File: config.mk
export PLATFORM = sky130hd
export DESIGN_NAME = ddr_judge
export DESIGN_NICKNAME = d
export VERILOG_FILES = /design/src/rtl/ddr_judge.sv
export SDC_FILE = /design/constraint.sdc
export NUM_CORES = 1
export LEC_CHECK = 0
export CAP_MARGIN = 30
export CORE_MARGIN = 2
export CORE_UTILIZATION = 25
export DETAILED_ROUTE_END_ITERATION = 8
export GPL_ROUTABILITY_DRIVEN = 1
export GPL_TIMING_DRIVEN = 0
export HOLD_SLACK_MARGIN = 0.03
export PLACE_DENSITY = 0.48
export SLEW_MARGIN = 10
export SYNTH_ARGS = -nofsm -noshare
export SYNTH_HDL_FRONTEND = slang
export SYNTH_SLANG_ARGS = --single-unit
export TNS_END_PERCENT = 10
File: constraint.sdc
create_clock -name clk -period 3.7 [get_ports clk]
set_input_delay 0.74 -clock clk [delete_from_list [all_inputs] [get_ports clk]]
set_output_delay 0.74 -clock clk [all_outputs]
set_load 0.05 [all_outputs]
File: src/rtl/ddr_judge.sv
// N-lane hit judge: grades arrow rows against button presses within a timing window and
// keeps score, combo, multiplier, lives and the IDLE/PLAY/PAUSE/OVER game state.
module ddr_judge #(
  parameter int unsigned NUM_LANES   = 4,
  parameter int unsigned WIN_BITS    = 4,
  parameter int unsigned PERFECT_WIN = 2,
  parameter int unsigned GOOD_WIN    = 9,
  parameter int unsigned SCORE_BITS  = 14,
  parameter int unsigned COMBO_BITS  = 14,
  parameter int unsigned LIVES_INIT  = 3,
  parameter int unsigned MULT_STEP   = 10,
  parameter int unsigned MULT_MAX    = 8,
  parameter int unsigned PERFECT_PTS = 2,
  parameter int unsigned GOOD_PTS    = 1
) (
  input  logic                  clk,
  input  logic                  reset_n,
  input  logic                  start,
  input  logic                  pause,
  input  logic                  beat,
  input  logic [NUM_LANES-1:0]  target,
  input  logic [NUM_LANES-1:0]  btn,
  output logic [1:0]            state,
  output logic [SCORE_BITS-1:0] score,
  output logic [COMBO_BITS-1:0] combo,
  output logic [3:0]            multiplier,
  output logic [3:0]            lives,
  output logic                  hit_perfect,
  output logic                  hit_good,
  output logic                  miss
);

  typedef enum logic [1:0] {StIdle = 2'd0, StPlay = 2'd1, StPause = 2'd2, StOver = 2'd3} state_e;

  localparam int unsigned StepW = $clog2(MULT_STEP + 1);

  state_e                state_q, state_d;
  logic [SCORE_BITS-1:0] score_q, score_d;
  logic [COMBO_BITS-1:0] combo_q, combo_d;
  logic [3:0]            mult_q, mult_d;
  logic [3:0]            lives_q, lives_d;
  logic [StepW-1:0]      step_q, step_d;
  logic                  pend_q, pend_d;
  logic [NUM_LANES-1:0]  tgt_q, tgt_d;
  logic [NUM_LANES-1:0]  acc_q, acc_d;
  logic [WIN_BITS-1:0]   wcnt_q, wcnt_d;
  logic [NUM_LANES-1:0]  btn_q;
  logic                  perfect_q, perfect_d;
  logic                  good_q, good_d;
  logic                  miss_q, miss_d;

  logic [NUM_LANES-1:0]  press;
  logic                  do_hit, do_miss, is_perf;
  int unsigned           pts;
  logic [SCORE_BITS:0]   score_sum;

  assign press = btn & ~btn_q;

  always_comb begin
    state_d   = state_q;
    score_d   = score_q;
    combo_d   = combo_q;
    mult_d    = mult_q;
    lives_d   = lives_q;
    step_d    = step_q;
    pend_d    = pend_q;
    tgt_d     = tgt_q;
    acc_d     = acc_q;
    wcnt_d    = wcnt_q;
    perfect_d = 1'b0;
    good_d    = 1'b0;
    miss_d    = 1'b0;
    do_hit    = 1'b0;
    do_miss   = 1'b0;
    is_perf   = 1'b0;
    pts       = 0;
    score_sum = '0;

    case (state_q)
      StIdle, StOver: begin
        if (start) begin
          state_d = StPlay;
          score_d = '0;
          combo_d = '0;
          mult_d  = 4'd1;
          lives_d = 4'(LIVES_INIT);
          step_d  = '0;
          pend_d  = 1'b0;
          acc_d   = '0;
          wcnt_d  = '0;
        end
      end
      StPause: begin
        if (!pause) state_d = StPlay;
      end
      StPlay: begin
        if (pend_q) begin
          if (|(press & ~tgt_q)) begin
            do_miss = 1'b1;
            pend_d  = 1'b0;
          end else if ((acc_q | (press & tgt_q)) == tgt_q) begin
            do_hit  = 1'b1;
            is_perf = (wcnt_q <= WIN_BITS'(PERFECT_WIN));
            pend_d  = 1'b0;
          end else if (wcnt_q == WIN_BITS'(GOOD_WIN)) begin
            do_miss = 1'b1;
            pend_d  = 1'b0;
          end else begin
            acc_d  = acc_q | (press & tgt_q);
            wcnt_d = wcnt_q + WIN_BITS'(1);
          end
          // A new row displaces an old one that did not grade itself this cycle
          if (beat && (target != '0) && !do_hit && !do_miss) do_miss = 1'b1;
        end
        if (beat && (target != '0)) begin
          pend_d = 1'b1;
          tgt_d  = target;
          acc_d  = '0;
          wcnt_d = '0;
        end
        if (pause) state_d = StPause;
      end
      default: ;
    endcase

    if (do_hit) begin
      perfect_d = is_perf;
      good_d    = !is_perf;
      combo_d   = (combo_q == '1) ? combo_q : combo_q + COMBO_BITS'(1);
      if (step_q == StepW'(MULT_STEP - 1)) begin
        step_d = '0;
        mult_d = (mult_q >= 4'(MULT_MAX)) ? mult_q : mult_q + 4'd1;
      end else begin
        step_d = step_q + StepW'(1);
      end
      pts       = is_perf ? PERFECT_PTS : GOOD_PTS;
      score_sum = {1'b0, score_q} + (SCORE_BITS + 1)'(pts * mult_q);
      score_d   = score_sum[SCORE_BITS] ? '1 : score_sum[SCORE_BITS-1:0];
    end

    if (do_miss) begin
      miss_d  = 1'b1;
      combo_d = '0;
      step_d  = '0;
      mult_d  = 4'd1;
      lives_d = (lives_q == 4'd0) ? 4'd0 : lives_q - 4'd1;
      if (lives_d == 4'd0) state_d = StOver;
    end
  end

  always_ff @(posedge clk or negedge reset_n) begin
    if (!reset_n) begin
      state_q   <= StIdle;
      score_q   <= '0;
      combo_q   <= '0;
      mult_q    <= 4'd1;
      lives_q   <= 4'd0;
      step_q    <= '0;
      pend_q    <= 1'b0;
      tgt_q     <= '0;
      acc_q     <= '0;
      wcnt_q    <= '0;
      btn_q     <= '0;
      perfect_q <= 1'b0;
      good_q    <= 1'b0;
      miss_q    <= 1'b0;
    end else begin
      state_q   <= state_d;
      score_q   <= score_d;
      combo_q   <= combo_d;
      mult_q    <= mult_d;
      lives_q   <= lives_d;
      step_q    <= step_d;
      pend_q    <= pend_d;
      tgt_q     <= tgt_d;
      acc_q     <= acc_d;
      wcnt_q    <= wcnt_d;
      btn_q     <= btn;
      perfect_q <= perfect_d;
      good_q    <= good_d;
      miss_q    <= miss_d;
    end
  end

  assign state       = state_q;
  assign score       = score_q;
  assign combo       = combo_q;
  assign multiplier  = mult_q;
  assign lives       = lives_q;
  assign hit_perfect = perfect_q;
  assign hit_good    = good_q;
  assign miss        = miss_q;

endmodule
==> run_results.csv <==
group,metric,value,unit
synthesis,yosysTopAreaCell,"dfrtp_1",
synthesis,ys_top_cells_by_area,"dfrtp_1 (42%), ha_1 (6.2%), o21ai_0 (4.4%), nand2_1 (3.5%), a21oi_1 (3.4%)",
clocking,clkTransAtPathRegs,0.05,ns
sta,tightest_slew,0.728,ns
synthesis,synth_area,3630,sq um
sta,hold_ws,0.248,ns
sta,tns,0,ns
drt,wire_per_inst,15.8,um
synthesis,synth.most_common_cell,"dfrtp_1",
worst_setup_path,worst_setup_path_end_kind,"register",
sta,fin_worst_skew,0.0101,ns
hold_path,hold_class,"in2async",
drt,finalWirelength,10300,um
sta,hold_viol_final,0,
power_and_ir_drop,switching_share,0.410,
floorplanning,die_y,124,um
clocking,cts_sinks,62,
power_and_ir_drop,p_int,1690,uW
clocking,worstSkewPairLatency,0.34,ns
synthesis,netlist.area_leader.share,0.421,
run_status,status,"complete, no violations",
synthesis,synth_top_family_by_area,"compound AO/OA/AOI/OAI gates",
cells_and_area,regArea,1550,sq um
cells_and_area,multiInputGateArea,2170,sq um
cells_and_area,final_util,0.350,
synthesis,seq_area_frac_synth,0.428,
synthesis,synth_cell_types,65,
cells_and_area,nets,495,
placement,hpwl,7170,um
drt,vias_per_cell,5.04,
sta,setup_viol,0,
floorplanning,die_x,124,um
floorplanning,start_util,0.252,
sta,fmax,283,MHz
synthesis,synthMuxAreaShare,0.0297,
power_and_ir_drop,power.switching,1170,uW
power_and_ir_drop,power.total,2860,uW
job,maxCapViolCount,0,
drt,num_vias,3289,
global_route,grt_pass1_vias,3322,
worst_setup_path,cp-start-kind,"primary input",
drt,firstDrtPassIters,4,
clocking,cts_tree,"built",
worst_setup_path,critPathRequiredTime,3.95,ns
placement,place_area,4450,sq um
clocking,cts.htree.levels,3,
power_and_ir_drop,p_seq_frac,0.310,
global_route,track_usage,0.138,
sta,relSlewSlack,0.513,
sta,min_period,3.54,ns
synthesis,synth-simple-area-share,0.212,
power_and_ir_drop,p_per_area,569,nW/um^2
clocking,root_buffer,"clkbuf_16",
worst_setup_path,worstPathArrival,3.79,ns
power_and_ir_drop,cellLeakagePower,0.00207,uW
cells_and_area,antenna_cells,0,
global_route,grt_max_degree,54,
drt,first_iter_violations,184,
synthesis,synth_compound_area_frac,0.213,
floorplanning,num_rows,44,
global_route,antenna_found_initial,0,
drt,ant_nets,0,
worst_setup_path,critical_path_class,"in2reg",
cells_and_area,areaGrowthSynthToFinish,38.7,%
synthesis,ys_ff_latch,62,
floorplanning,num_io_pins,54,
cells_and_area,fin_area,5030,sq um
sta,rsz0062_at_grt,"no",
placement,gp_congestion,0.790,
global_route,grt_pass1_wl,17200,um
clocking,cts_made_buffers,9,
cells_and_area,drive_gt1_frac,0.179,
synthesis,ys.flop_type,"dfrtp_1",
synthesis,synth_common_cells,"dfrtp_1 (61), nand2_1 (34), o21ai_0 (32)",
drt,drcViolationCount,0,
synthesis,syn_inst,385,
cells_and_area,nFillCells,1487,
synthesis,syn-num-nets,417,
power_and_ir_drop,p_clk_frac,0.276,
clocking,clockBufferDepth,2,
floorplanning,core,14400,sq um
sta,maxSlewViolCount,0,
sta,period_share,0.956,
synthesis,synth-xor-area-share,0.00724,
power_and_ir_drop,p_comb_frac,0.414,
synthesis,synth_edf_count,0,
synthesis,syn_avg_cell_area,9.42,sq um
placement,numPortBuffers,53,
worst_setup_path,worst-path-max-fanout,5,
power_and_ir_drop,ir_drop,242,uV
floorplanning,dieArea,15500,sq um
synthesis,ys.warnings.count,0,
synthesis,synthAdderAreaFrac,0.0676,
clocking,cts_hold_buf,0,
synthesis,async_reset_ff_frac,1.00,
global_route,grt_overflow_total,0,
==> per-layer routing <==
layer	vias up	global-route usage	share of wire
met2	57	0.224	0.49
met3	13	0.0361	0.036
met4	0	0.0430	0.013
met5	-	0	0
li1	1580	-	-
met1	1639	0.180	0.46
==> area by class of cell <==
| type | count | area share |
|---|---|---|
| well taps | 184 | 0.0458 |
| flip-flops and latches | 62 | 0.309 |
| multi-input cells | 287 | 0.431 |
| inverters | 22 | 0.0164 |
| clock buffers | 11 | 0.0483 |
| clock inverters | 5 | 0.00697 |
| repair buffers | 70 | 0.131 |
| plain buffers | 11 | 0.0119 |
==> placed cells by master, fill, tap and decap left out, types with 4 or more instances in the layout <==
cell | synthesis | routed
clkinvlp_4 | 0 | 4
or3_1 | 4 | 4
buf_4 | 0 | 17
nor2b_1 | 9 | 8
inv_1 | 22 | 22
nor2_1 | 31 | 28
a22o_1 | 5 | 5
nand2_1 | 34 | 33
mux2i_1 | 4 | 4
a31oi_1 | 4 | 4
nand3_1 | 18 | 18
a21oi_1 | 25 | 23
o21ai_0 | 32 | 29
mux2_2 | 6 | 4
clkbuf_16 | 0 | 9
ha_4 | 0 | 7
clkbuf_1 | 9 | 7
ha_1 | 18 | 10
clkdlybuf4s50_1 | 0 | 48
nor3_1 | 11 | 9
nand4_1 | 9 | 9
a41oi_1 | 5 | 5
a21o_1 | 4 | 4
dfrtp_1 | 61 | 61
nand2b_1 | 4 | 4
==> metrics by stage <==
stage | setup slack [ns] | cells
after floorplan | -0.0119 | 385
after global placement | -1.21 | 622
after detailed placement | -1.20 | 623
after CTS | -0.0237 | 649
after global routing | 0.0113 | 652
final | 0.163 | 652
==> sequential cells by signal (all words and copies together) (netlist names) <==
name	count
hit_good	1
miss	1
lives	4
step_q	4
combo	14
wcnt_q	4
score	14
tgt_q	4
state	2
pend_q	1
btn_q	4
multiplier	4
hit_perfect	1
acc_q	4
==> power by group through the flow <==
stage / Combinational (uW) / Clock [uW] / Sequential, uW
after CTS: 1150 / 820 / 886
final: 1180 / 789 / 888
after global routing: 1300 / 852 / 908
after detailed placement: 1070 / 0 / 888
after global placement: 1060 / 0 / 886
after floorplan: 608 / 0 / 1020
==> repair_timing <==
item | CTS | global route
setup buffers | 12 | 5
endpoints found under the setup margin | 14 | 11
gates resized for setup | 32 | 17
hold endpoints to repair | 0 | 0
pin swaps | 12 | 15
==> final timing paths <==
| kind | slack, ns | start | cells past startpoint | endpoint |
|---|---|---|---|---|
| max in group asynchronous | 2.89 | reset_n | 2 | multiplier[0] |
| worst min register to register | 0.51 | acc_q[1] | 2 | acc_q[1] |
| worst min-delay path | 0.25 | reset_n | 1 | wcnt_q[2] |
| min in group clk | 0.51 | acc_q[1] | 2 | acc_q[1] |
| worst max-delay path | 0.16 | btn[3] | 15 | score[11] |
| worst max register to register | 0.26 | wcnt_q[0] | 14 | score[11] |
==> worst max-delay path: stages <==
cell and delay (ns):
dlygate4sd2_1 0.26, nor3b_4 0.16, a2111oi_4 0.29, nand4_4 0.17, nor2_4 0.18, nand2_4 0.08
mux2i_1 0.15, ha_1 0.32, ha_4 0.18, fa_2 0.41, a21oi_2 0.19, o21ai_2 0.10
nor4b_4 0.15, and4b_1 0.22, nor3_1 0.16
==> logic make-up (layout without fill, tap and decap cells) <==
kind of cell               Yosys count  count (layout)
AOI/OAI and AO/OA                  111             111
xor gates and xnor gates             3               3
adders and majority gates           19              19
buffers and inverters               36             119
DFF                                 62              62
muxes                               10              10
and+or+nand+nor                    144             144
Power figures use the tool's default switching activity.
